`config.mk`:
```
export PLATFORM = sky130hd
export DESIGN_NAME = cdc_reg_responder_flat
export DESIGN_NICKNAME = d
export VERILOG_FILES = /design/src/rtl/cdc_reg_responder_pkg.sv /design/src/rtl/cdc_reg_responder_if.sv /design/src/rtl/cdc_reply_tx.sv /design/src/rtl/cdc_reg_responder.sv /design/src/flat_wrapper.sv
export SDC_FILE = /design/constraint.sdc
export NUM_CORES = 1
export LEC_CHECK = 0
export BUFFER_PORTS_ARGS = -buffer_cell sky130_fd_sc_hd__buf_2
export CORE_MARGIN = 2
export CORE_UTILIZATION = 50
export DETAILED_ROUTE_END_ITERATION = 6
export GPL_ROUTABILITY_DRIVEN = 0
export GPL_TIMING_DRIVEN = 0
export PLACE_DENSITY = 0.77
export SLEW_MARGIN = 20
export SYNTH_ARGS = -nofsm -noshare
export SYNTH_HDL_FRONTEND = slang
export SYNTH_HIERARCHICAL = 1
export SYNTH_SLANG_ARGS = --single-unit
```
`constraint.sdc`:
```
create_clock -name clk_i -period 4.5 [get_ports clk_i]
set_input_delay 0.9 -clock clk_i [delete_from_list [all_inputs] [get_ports clk_i]]
set_output_delay 0.9 -clock clk_i [all_outputs]
set_load 0.05 [all_outputs]
```
`src/rtl/cdc_reg_responder_pkg.sv`:
```
// rtl/cdc_reg_responder_pkg.sv - ASCII constants, parser states and hex helpers for cdc_reg_responder
package cdc_reg_responder_pkg;

  localparam logic [7:0] ASCII_CR = 8'h0D;
  localparam logic [7:0] ASCII_LF = 8'h0A;
  localparam logic [7:0] ASCII_R  = 8'h52;
  localparam logic [7:0] ASCII_W  = 8'h57;
  localparam logic [7:0] ASCII_O  = 8'h4F;
  localparam logic [7:0] ASCII_K  = 8'h4B;
  localparam logic [7:0] ASCII_E  = 8'h45;

  typedef enum logic [2:0] {
    ST_IDLE,
    ST_ADDR_H,
    ST_ADDR_L,
    ST_DATA_H,
    ST_DATA_L,
    ST_WAIT_CR,
    ST_FLUSH,
    ST_RESP
  } state_t;

  typedef struct packed {
    logic       valid;
    logic [3:0] nib;
  } hex_nib_t;

  // Decodes one ASCII hex digit (either case); valid=0 for anything else.
  function automatic hex_nib_t hex_to_nib(input logic [7:0] c);
    hex_nib_t r;
    r.valid = 1'b1;
    r.nib   = 4'h0;
    if (c >= 8'h30 && c <= 8'h39) begin
      r.nib = c[3:0];
    end else if ((c >= 8'h41 && c <= 8'h46) || (c >= 8'h61 && c <= 8'h66)) begin
      r.nib = c[3:0] + 4'd9;
    end else begin
      r.valid = 1'b0;
    end
    return r;
  endfunction

  // Encodes a nibble as an uppercase ASCII hex digit.
  function automatic logic [7:0] nib_to_hex(input logic [3:0] n);
    return (n < 4'd10) ? {4'h3, n} : (8'h37 + {4'h0, n});
  endfunction

  // Case-insensitive match of a letter byte against its uppercase form.
  function automatic logic is_letter(input logic [7:0] c, input logic [7:0] upper);
    return (c == upper) || (c == (upper | 8'h20));
  endfunction

endpackage

```
`src/rtl/cdc_reg_responder_if.sv`:
```
// rtl/cdc_reg_responder_if.sv - host OUT stream and reply IN stream bundle for cdc_reg_responder
interface cdc_reg_responder_if;
  logic [7:0] out_data;
  logic       out_valid;
  logic       out_ready;
  logic [7:0] in_data;
  logic       in_valid;
  logic       in_ready;

  // usb_cdc side: produces host bytes, consumes reply bytes
  modport master (
    output out_data, out_valid,
    input  out_ready,
    input  in_data, in_valid,
    output in_ready
  );

  // responder side
  modport slave (
    input  out_data, out_valid,
    output out_ready,
    output in_data, in_valid,
    input  in_ready
  );
endinterface

```
`src/rtl/cdc_reply_tx.sv`:
```
// rtl/cdc_reply_tx.sv - 4-byte reply serializer with one-byte echo slot (echo used with CDC_REG_RESPONDER_ECHO_EN)
module cdc_reply_tx
  import cdc_reg_responder_pkg::*;
(
  input  logic       clk_i,
  input  logic       rstn_i,
  input  logic       reply_load,
  input  logic [7:0] reply_c0,
  input  logic [7:0] reply_c1,
  input  logic       echo_load,
  input  logic [7:0] echo_byte,
  input  logic       in_ready,
  output logic [7:0] in_data,
  output logic       in_valid,
  output logic       echo_busy,
  output logic       reply_done
);

  logic       echo_vld_q;
  logic [7:0] echo_q;
  logic       rep_vld_q;
  logic [1:0] cnt_q;
  logic [7:0] c0_q;
  logic [7:0] c1_q;
  logic [7:0] rep_byte;
  logic       fire;
  logic       rep_fire;

  // Every reply is two payload characters followed by CR LF.
  always_comb begin
    rep_byte = 8'h00;
    unique case (cnt_q)
      2'd0:    rep_byte = c0_q;
      2'd1:    rep_byte = c1_q;
      2'd2:    rep_byte = ASCII_CR;
      default: rep_byte = ASCII_LF;
    endcase
  end

  assign in_valid   = echo_vld_q | rep_vld_q;
  assign fire       = in_valid & in_ready;
  assign rep_fire   = fire & ~echo_vld_q & rep_vld_q;
  assign reply_done = rep_fire & (cnt_q == 2'd3);
  assign echo_busy  = echo_vld_q;

  // Echo byte always goes out before any reply byte loaded in the same cycle.
  always_comb begin
    in_data = 8'h00;
    if (echo_vld_q) begin
      in_data = echo_q;
    end else if (rep_vld_q) begin
      in_data = rep_byte;
    end
  end

  // Echo slot: filled on host byte acceptance, emptied when the sink takes it.
  always_ff @(posedge clk_i or negedge rstn_i) begin
    if (!rstn_i) begin
      echo_vld_q <= 1'b0;
      echo_q     <= 8'h00;
    end else if (echo_load) begin
      echo_vld_q <= 1'b1;
      echo_q     <= echo_byte;
    end else if (fire && echo_vld_q) begin
      echo_vld_q <= 1'b0;
    end
  end

  // Reply shifter: captures the two payload characters and walks the byte index.
  always_ff @(posedge clk_i or negedge rstn_i) begin
    if (!rstn_i) begin
      rep_vld_q <= 1'b0;
      cnt_q     <= 2'd0;
      c0_q      <= 8'h00;
      c1_q      <= 8'h00;
    end else if (reply_load) begin
      rep_vld_q <= 1'b1;
      cnt_q     <= 2'd0;
      c0_q      <= reply_c0;
      c1_q      <= reply_c1;
    end else if (rep_fire) begin
      cnt_q <= cnt_q + 2'd1;
      if (cnt_q == 2'd3) begin
        rep_vld_q <= 1'b0;
      end
    end
  end

endmodule

```
`src/rtl/cdc_reg_responder.sv`:
```
// rtl/cdc_reg_responder.sv - ASCII register command parser and register file; echo via CDC_REG_RESPONDER_ECHO_EN
module cdc_reg_responder
  import cdc_reg_responder_pkg::*;
#(
  parameter int         REGS      = 16,
  parameter logic [7:0] RESET_VAL = 8'h00
) (
  input  logic                 clk_i,
  input  logic                 rstn_i,
  cdc_reg_responder_if.slave   host,
  output logic [8*REGS-1:0]    regs_o
);

  localparam logic [8:0] REGS_LIM = 9'(REGS);

  state_t     state_q;
  state_t     state_d;
  logic [7:0] regs_q [REGS];
  logic       is_wr_q;
  logic [7:0] addr_q;
  logic [7:0] data_q;
  logic       ready_q;

  logic       host_acc;
  logic [7:0] rx_byte;
  hex_nib_t   rx_hex;
  logic       rx_cr;
  logic       rx_lf;
  logic       rx_rd;
  logic       rx_wr;

  logic       cmd_ok;
  logic       addr_ok;
  logic       cr_fire;
  logic       wr_en;
  logic       reply_load;
  logic [7:0] reply_c0;
  logic [7:0] reply_c1;
  logic [7:0] rd_val;

  logic       echo_load;
  logic [7:0] echo_byte;
  logic       echo_busy;
  logic       reply_done;
  logic [7:0] tx_data;
  logic       tx_valid;

  assign rx_byte  = host.out_data;
  assign host_acc = host.out_valid & host.out_ready;
  assign rx_hex   = hex_to_nib(rx_byte);
  assign rx_cr    = (rx_byte == ASCII_CR);
  assign rx_lf    = (rx_byte == ASCII_LF);
  assign rx_rd    = is_letter(rx_byte, ASCII_R);
  assign rx_wr    = is_letter(rx_byte, ASCII_W);

  // Host side stalls during a reply and while an echoed byte is still in flight.
  assign host.out_ready = ready_q & ~echo_busy;

`ifdef CDC_REG_RESPONDER_ECHO_EN
  assign echo_load = host_acc;
  assign echo_byte = rx_byte;
`else
  assign echo_load = 1'b0;
  assign echo_byte = 8'h00;
`endif

  // Parser state register.
  always_ff @(posedge clk_i or negedge rstn_i) begin
    if (!rstn_i) begin
      state_q <= ST_IDLE;
    end else begin
      state_q <= state_d;
    end
  end

  // Parser next state: any off-grammar byte drops into FLUSH; a CR that ends a
  // truncated command goes straight to an error reply.
  always_comb begin
    state_d = state_q;
    unique case (state_q)
      ST_IDLE: begin
        if (host_acc) begin
          if (rx_rd || rx_wr)      state_d = ST_ADDR_H;
          else if (rx_cr || rx_lf) state_d = ST_IDLE;
          else                     state_d = ST_FLUSH;
        end
      end
      ST_ADDR_H: begin
        if (host_acc) begin
          if (rx_hex.valid) state_d = ST_ADDR_L;
          else if (rx_cr)   state_d = ST_RESP;
          else              state_d = ST_FLUSH;
        end
      end
      ST_ADDR_L: begin
        if (host_acc) begin
          if (rx_hex.valid) state_d = is_wr_q ? ST_DATA_H : ST_WAIT_CR;
          else if (rx_cr)   state_d = ST_RESP;
          else              state_d = ST_FLUSH;
        end
      end
      ST_DATA_H: begin
        if (host_acc) begin
          if (rx_hex.valid) state_d = ST_DATA_L;
          else if (rx_cr)   state_d = ST_RESP;
          else              state_d = ST_FLUSH;
        end
      end
      ST_DATA_L: begin
        if (host_acc) begin
          if (rx_hex.valid) state_d = ST_WAIT_CR;
          else if (rx_cr)   state_d = ST_RESP;
          else              state_d = ST_FLUSH;
        end
      end
      ST_WAIT_CR: begin
        if (host_acc) state_d = rx_cr ? ST_RESP : ST_FLUSH;
      end
      ST_FLUSH: begin
        if (host_acc && rx_cr) state_d = ST_RESP;
      end
      ST_RESP: begin
        if (reply_done) state_d = ST_IDLE;
      end
      default: state_d = ST_IDLE;
    endcase
  end

  // Read mux over the register file; out-of-range addresses are never replied with data.
  always_comb begin
    rd_val = 8'h00;
    for (int k = 0; k < REGS; k++) begin
      if (addr_q == k[7:0]) rd_val = regs_q[k];
    end
  end

  // Parser outputs: at the terminating CR decide write commit and reply text.
  always_comb begin
    cmd_ok     = (state_q == ST_WAIT_CR);
    addr_ok    = ({1'b0, addr_q} < REGS_LIM);
    cr_fire    = host_acc && rx_cr && (state_q != ST_IDLE) && (state_q != ST_RESP);
    reply_load = cr_fire;
    wr_en      = cr_fire && cmd_ok && addr_ok && is_wr_q;
    reply_c0   = ASCII_E;
    reply_c1   = ASCII_R;
    if (cmd_ok && addr_ok) begin
      if (is_wr_q) begin
        reply_c0 = ASCII_O;
        reply_c1 = ASCII_K;
      end else begin
        reply_c0 = nib_to_hex(rd_val[7:4]);
        reply_c1 = nib_to_hex(rd_val[3:0]);
      end
    end
  end

  // Command fields captured nibble by nibble; ready is registered so it is low in reset.
  always_ff @(posedge clk_i or negedge rstn_i) begin
    if (!rstn_i) begin
      is_wr_q <= 1'b0;
      addr_q  <= 8'h00;
      data_q  <= 8'h00;
      ready_q <= 1'b0;
    end else begin
      ready_q <= (state_d != ST_RESP);
      if (host_acc) begin
        unique case (state_q)
          ST_IDLE:   is_wr_q     <= rx_wr;
          ST_ADDR_H: addr_q[7:4] <= rx_hex.nib;
          ST_ADDR_L: addr_q[3:0] <= rx_hex.nib;
          ST_DATA_H: data_q[7:4] <= rx_hex.nib;
          ST_DATA_L: data_q[3:0] <= rx_hex.nib;
          default: ;
        endcase
      end
    end
  end

  // Register file; a write lands on the CR acceptance edge.
  always_ff @(posedge clk_i or negedge rstn_i) begin
    if (!rstn_i) begin
      for (int k = 0; k < REGS; k++) regs_q[k] <= RESET_VAL;
    end else if (wr_en) begin
      for (int k = 0; k < REGS; k++) begin
        if (addr_q == k[7:0]) regs_q[k] <= data_q;
      end
    end
  end

  for (genvar g = 0; g < REGS; g++) begin : g_regs_o
    assign regs_o[8*g +: 8] = regs_q[g];
  end

  cdc_reply_tx u_tx (
    .clk_i      (clk_i),
    .rstn_i     (rstn_i),
    .reply_load (reply_load),
    .reply_c0   (reply_c0),
    .reply_c1   (reply_c1),
    .echo_load  (echo_load),
    .echo_byte  (echo_byte),
    .in_ready   (host.in_ready),
    .in_data    (tx_data),
    .in_valid   (tx_valid),
    .echo_busy  (echo_busy),
    .reply_done (reply_done)
  );

  assign host.in_data  = tx_data;
  assign host.in_valid = tx_valid;

endmodule
```
`src/flat_wrapper.sv`:
```
// flat-port wrapper written by rule: the top's interface ports become plain ports
module cdc_reg_responder_flat import cdc_reg_responder_pkg::*;
#(
  parameter int         REGS      = 16,
  parameter logic [7:0] RESET_VAL = 8'h00
)
  (clk_i, rstn_i, regs_o, host_out_data, host_out_valid, host_out_ready, host_in_data, host_in_valid, host_in_ready);
  cdc_reg_responder_if host_i ();
  input  logic clk_i;
  input  logic rstn_i;
  output logic [8*REGS-1:0] regs_o;
  input wire logic [$bits(host_i.out_data)-1:0] host_out_data;
  input wire logic [$bits(host_i.out_valid)-1:0] host_out_valid;
  output wire logic [$bits(host_i.out_ready)-1:0] host_out_ready;
  output wire logic [$bits(host_i.in_data)-1:0] host_in_data;
  output wire logic [$bits(host_i.in_valid)-1:0] host_in_valid;
  input wire logic [$bits(host_i.in_ready)-1:0] host_in_ready;
  assign host_i.out_data = host_out_data;
  assign host_i.out_valid = host_out_valid;
  assign host_out_ready = host_i.out_ready;
  assign host_in_data = host_i.in_data;
  assign host_in_valid = host_i.in_valid;
  assign host_i.in_ready = host_in_ready;
  cdc_reg_responder #(.REGS(REGS), .RESET_VAL(RESET_VAL)) u_core (.clk_i(clk_i), .rstn_i(rstn_i), .host(host_i), .regs_o(regs_o));
endmodule
```
Word-level counts from Yosys, hierarchy flattened
Index checks and enable logic that the tools add are counted.
{"block": "word_totals", "register_bits": 168, "inputBits": 12, "word_cells": 170, "output_inout_bits": 138}
{"block": "classes", "n_bitwise": 4, "mux": 50, "n_reduce_logical": 43, "addsub": 4, "n_eq_ne": 33, "n_lt_le_gt_ge": 9}
{"cell": "8-bit two-way mux", "count": 23}
{"cell": "8-bit by 4-bit equality test with 1-bit output, second input constant", "count": 10}
{"cell": "3-bit two-way mux", "count": 15}
{"cell": "2-bit AND reduction", "count": 22}
{"cell": "8-bit by 3-bit equality test with 1-bit output, second input constant", "count": 4}
{"cell": "8-bit by 7-bit equality test with 1-bit output, second input constant", "count": 4}
{"cell": "3-bit case mux with 8 select lines", "count": 1}
{"cell": "8-bit case mux with 3 select lines", "count": 1}
{"cell": "8-bit by 2-bit equality test with 1-bit output, second input constant", "count": 2}
{"cell": "8-bit by 7-bit >= comparator with 1-bit output, second input constant", "count": 2}
{"cell": "8-bit by 7-bit less-or-equal comparator with 1-bit output, second input constant", "count": 2}
{"cell": "6-bit by 4-bit adder with 7-bit output, first input constant", "count": 2}
{"cell": "3-bit equality test, second input constant", "count": 4}
{"cell": "1-bit logical AND", "count": 10}
{"cell": "8-bit by 1-bit equality test with 1-bit output, second input constant", "count": 1}
{"cell": "8-bit by 6-bit >= comparator with 1-bit output, second input constant", "count": 1}
{"cell": "8-bit by 6-bit less-or-equal comparator with 1-bit output, second input constant", "count": 1}
{"cell": "8-bit logical NOT", "count": 1}
{"cell": "4-bit < comparator, second input constant", "count": 2}
{"cell": "8-bit by 5-bit < comparator with 1-bit output, second input constant", "count": 1}
{"cell": "4-bit two-way mux", "count": 2}
{"cell": "3-bit by 2-bit equality test with 1-bit output, second input constant", "count": 2}
{"cell": "1-bit two-way mux", "count": 6}
{"cell": "3-bit inequality test, second input constant", "count": 2}
{"cell": "other kinds (12)", "count": 22}

Depth between registers and ports, before layout
{"block": "logic_depth", "depth_word": 21, "ltp_mapped": 14}

Cells and area by module
Netlist, hierarchy kept.
{"mod": "cdc_reg_responder", "cells_each": 681, "area_per_inst_um2": 7905.1, "instances": 1}
{"mod": "cdc_reply_tx", "cells_each": 108, "area_per_inst_um2": 1336.3, "instances": 1}

Worst setup path after synthesis
Ideal clock, no wire load.
{"block": "synth_timing", "kind": "input -> register", "startpoint": "in host_out_data[1]", "endpoint": "reg u_core.ready_q", "slack_ns": 1.559, "required_time_ns": 4.372, "stages": 9, "arrival_ns": 2.813, "cell_sequence": "inv_1 ha_1 o21bai_1 a2111oi_0 nor2_1 o31ai_1 a22o_1 o211a_1 nand3b_1"}
{"block": "synth_between", "elab_chain_len": 9, "elab_cells_between_ends": 39}
{"element": "start, declared", "line_no": "flat_wrapper.sv:12", "text": "input wire logic [$bits(host_i.out_data)-1:0] host_out_data;"}
{"element": "8-bit by 7-bit >= comparator with 1-bit output or 8-bit by 7-bit less-or-equal comparator with 1-bit output (tied branches)", "line_no": "cdc_reg_responder_pkg.sv:35", "text": "end else if ((c >= 8'h41 && c <= 8'h46) || (c >= 8'h61 && c <= 8'h66)) begin"}
{"element": "1-bit logical AND", "line_no": "cdc_reg_responder_pkg.sv:35"}
{"element": "1-bit logical OR", "line_no": "cdc_reg_responder_pkg.sv:35"}
{"element": "1-bit two-way mux", "line_no": "cdc_reg_responder_pkg.sv:35"}
{"element": "1-bit two-way mux", "line_no": "cdc_reg_responder_pkg.sv:33", "text": "if (c >= 8'h30 && c <= 8'h39) begin"}
{"element": "3-bit two-way mux (on tied branches) (2 in series)"}
{"element": "3-bit case mux with 8 select lines (*)", "line_no": "cdc_reg_responder.sv:80", "text": "unique case (state_q)"}
{"element": "via u_core.state_d[0]", "line_no": "cdc_reg_responder.sv:17", "text": "state_t state_d;"}
{"element": "3-bit inequality test (*)", "line_no": "cdc_reg_responder.sv:165", "text": "ready_q <= (state_d != ST_RESP);"}
{"element": "end signal, assigned", "line_no": "cdc_reg_responder.sv:165"}
{"element": "end, declared", "line_no": "cdc_reg_responder.sv:22", "text": "logic ready_q;"}
Mark *: on every way through the listed nets, which the timed path passes. The rest lies on a longest branch.
A chain may end at the register's enable or synchronous reset.

Final worst setup path
{"block": "layout_timing", "startpoint": "reg u_core.addr_q[1]", "endpoint": "reg u_core.u_tx.c0_q[1]"}
{"block": "layout_between", "elab_chain_len": 21, "elab_cells_between_ends": 39}
{"element": "start, declared", "line_no": "cdc_reg_responder.sv:20", "text": "logic [7:0] addr_q;"}
{"element": "start signal, assigned", "line_no": "cdc_reg_responder.sv:170", "text": "ST_ADDR_L: addr_q[3:0] <= rx_hex.nib;"}
{"element": "8-bit logical NOT", "line_no": "cdc_reg_responder.sv:133", "text": "if (addr_q == k[7:0]) rd_val = regs_q[k];"}
{"element": "8-bit two-way mux (16 in series)", "line_no": "cdc_reg_responder.sv:133"}
{"element": "6-bit by 4-bit adder with 7-bit output or 4-bit < comparator (tied branches)", "line_no": "cdc_reg_responder_pkg.sv:45", "text": "return (n < 4'd10) ? {4'h3, n} : (8'h37 + {4'h0, n});"}
{"element": "8-bit two-way mux", "line_no": "cdc_reg_responder_pkg.sv:45"}
{"element": "8-bit two-way mux", "line_no": "cdc_reg_responder.sv:147", "text": "if (is_wr_q) begin"}
{"element": "8-bit two-way mux (*)", "line_no": "cdc_reg_responder.sv:146", "text": "if (cmd_ok && addr_ok) begin"}
{"element": "via u_core.reply_c0[1]", "line_no": "cdc_reg_responder.sv:37", "text": "logic [7:0] reply_c0;"}
{"element": "end signal, assigned", "line_no": "cdc_reply_tx.sv:79", "text": "c0_q <= reply_c0;"}
{"element": "end, declared", "line_no": "cdc_reply_tx.sv:23", "text": "logic [7:0] c0_q;"}
Marked as above.

==> results.json <==
{
  "dp_hpwl_mm": 19.38,
  "drive_gt1_share_pct": 41.22,
  "crit_path_start_kind": "flop",
  "synth-async-reset-ratio_pct": 100.0,
  "min_period_ps": 3834,
  "p_int_uw": 2663,
  "vias": 7480,
  "area_growth_pct": 18.12,
  "netlist.area_leader.share_pct": 47.93,
  "pwr-share-comb_pct": 17.2,
  "cts-htree-levels": 4,
  "clock_latency_ps": 430,
  "drt-pass1-iter-count": 6,
  "hold_ws_ps": 438.1,
  "numPortBuffers": 148,
  "cp_slowest_cell": "buf_1",
  "slowest_delay_ps": 570,
  "die_w_um": 140.0,
  "powerDensity_mw_per_mm2": 347.6,
  "synth-seq-area-share_pct": 47.93,
  "final-hold-violation-count": 0,
  "grt_usage_pct": 27.31,
  "syn_inst": 789,
  "synth-seq-cells": 177,
  "timing.slew.headroom_pct": 43.80,
  "antennaDiodeCount": 0,
  "grt_max_degree": 95,
  "cts_resized": 0,
  "netlist_top_cells_area": "dfrtp_1, mux2_2, mux2i_1",
  "p_leak_uw": 0.005354,
  "drt_iter0_drc": 868,
  "synth_area_leader_cell": "dfrtp_1",
  "detailed_place.area_mm2": 0.01034,
  "tritoncts": "built",
  "crit_path_cell_trace": "buf_2 > buf_2 > buf_1 > buf_1 > nand2b_1 > nor2_1 > a21oi_1 > o32ai_1 > o31a_1 > ha_1 > inv_1 > o311a_1 > mux2_2",
  "drv_slew": 0,
  "grt_pass1_wl_mm": 41.32,
  "required_ps": 4810,
  "core_mm2": 0.01802,
  "status": "completed",
  "finalCritPeriodShare_pct": 85.20,
  "grt_pass1_vias": 7186,
  "max_clock_freq_ghz": 0.2608,
  "final_cell_area_mm2": 0.01092,
  "cts_setup_buffers": 0,
  "synthDistinctLibCells": 75,
  "cp_data_arrival_time_ps": 4150,
  "hp-class": "in -> async",
  "die_y_um": 140.0,
  "clk_pin_slew_ps": 60,
  "viasPerCell": 6.187,
  "cts.sinks": 177,
  "synth_area_mm2": 0.009241,
  "end_kind": "flop",
  "num_io_pins": 150,
  "pwr-share-seq_pct": 45.1,
  "worst_clock_skew_ps": 8.040,
  "initial_core_util_pct": 51.27,
  "nets": 990,
  "antenna_found_initial": 0,
  "p_sw_share_pct": 29.82,
  "numCtsBuffers": 17,
  "cts_hold_buf": 0,
  "synth_edf_count": 0,
  "layout_common_cells": "dfrtp_1, buf_2, mux2_2",
  "drt_wl_total_mm": 26.92,
  "syn_area_per_cell_um2": 11.71,
  "power_frac_clock_pct": 37.7,
  "maxCapViolations": 0,
  "ant_nets": 0,
  "power.net_switching_uw": 1131,
  "overflow": 0,
  "ir_drop_uv": 244.5,
  "rsz0062_at_grt": "no",
  "num_rows": 49,
  "crit_fanout": 10,
  "synth_warnings": 6,
  "ys_dominant_reg_cell": "dfrtp_1",
  "path_class": "reg -> reg",
  "setup_violations": 0,
  "drc": 0,
  "tightest_slew_ps": 836.5,
  "die-area_mm2": 0.01959,
  "final_common_cell": "dfrtp_1",
  "cts_root_buf": "clkbuf_16",
  "clockBufferDepth": 2,
  "wire_per_inst_um": 22.26
}
## per-stage QoR
stage | utilization, % | total power (uW) | setup TNS, ps | cells | worst slack, ps
floorplan | - | 2168 | 0 | 799 | 1559
global placement | 57.18 | 2360 | -44830 | 1176 | -269.9
detailed placement | 57.39 | 2375 | 0 | 1177 | 776.2
CTS | 60.55 | 3793 | 0 | 1209 | 739.2
global route | 60.56 | 3931 | 0 | 1209 | 532.6
finish | 60.56 | 3794 | 0 | 1209 | 665.9
## state kept, by name, indices dropped and copies added (netlist names)
register / cells
u_core/regs_o: 128
u_core/addr_q: 8
u_core/data_q: 8
u_core/u_tx/c0_q: 8
u_core/u_tx/c1_q: 8
u_core/u_tx/echo_q: 8
u_core/state_q: 3
u_core/u_tx/cnt_q: 2
u_core/is_wr_q: 1
u_core/ready_q: 1
u_core/u_tx/echo_busy: 1
u_core/u_tx/rep_vld_q: 1
## critical path, delay by kind of cell (launching register included)
family | cells | cell delay [ps]
buf+inv | 5 | 1660
simple gates | 2 | 260
fa+ha+maj | 1 | 290
mux | 1 | 270
compound gates | 4 | 920
flops | 1 | 310
## layout make-up
type | instances | area, um2
well taps | 229 | 286.5
fillers | 1474 | 7109
flip-flops and latches | 177 | 4429
clock buffers | 24 | 491.7
repair buffers | 149 | 778.2
plain buffers | 48 | 216.5
clock inverters | 8 | 78.83
multi-input cells | 558 | 4574
inverters | 16 | 60.06
## synthesized netlist by cell type, types with 5 or more instances
master	instances
nor3_1	9
mux2_4	9
mux2i_1	23
inv_1	16
ha_1	11
mux4_2	7
nand3_1	8
a31oi_1	7
nand2_1	42
buf_1	6
nand2b_1	8
dfrtp_1	177
nor2b_1	14
o21bai_1	7
and2_1	7
a211oi_1	9
mux2_2	156
o21ai_0	31
nor2_2	12
or3_1	5
clkbuf_1	19
a21oi_1	36
nor2_1	35
a21o_1	6
a22oi_1	12
buf_2	20
## final timing paths
| kind | end | depth (start not counted) | from | slack, ps |
|---|---|---|---|---|
| worst max-delay path | u_core/u_tx/c0_q[1] | 13 | u_core/addr_q[1] | 670 |
| worst min-delay path | u_core/regs_o[6] | 1 | rstn_i | 440 |
| worst max register to register | u_core/u_tx/c0_q[1] | 13 | u_core/addr_q[1] | 670 |
| worst min register to register | u_core/u_tx/echo_q[6] | 1 | u_core/u_tx/echo_q[6] | 510 |
| max in group asynchronous | u_core/regs_o[113] | 2 | rstn_i | 3180 |
| min in group clk_i | u_core/u_tx/echo_q[6] | 1 | u_core/u_tx/echo_q[6] | 510 |
## per-layer routing
metal,GRT usage (%),wire length (um)
met1,37.74,11230
met2,42.75,12410
met3,5.402,2447
met4,10.89,831
met5,0,0
## power groups by stage
stage / sequential (uW) / combinational, uW / clock, uW
finish: 1710 / 652 / 1430
global route: 1720 / 702 / 1510
CTS: 1710 / 639 / 1450
detailed placement: 1740 / 638 / 0
global placement: 1730 / 626 / 0
floorplan: 1710 / 455 / 0
## logic make-up (layout without fill, tap and decap cells)
logic type | count (synthesis) | count (layout) | share of synthesized area [%]
multiplexers | 195 | 195 | 24.67
AO/OA/AOI/OAI | 162 | 162 | 11.83
other | 1 | 11 | 0.04058
adder cells (fa/ha/maj) | 11 | 11 | 1.489
AND/OR/NAND/NOR | 179 | 179 | 11.05
buffers and inverters | 64 | 245 | 2.992
flip-flops | 177 | 177 | 47.93
(Power assumes the default switching activity.)
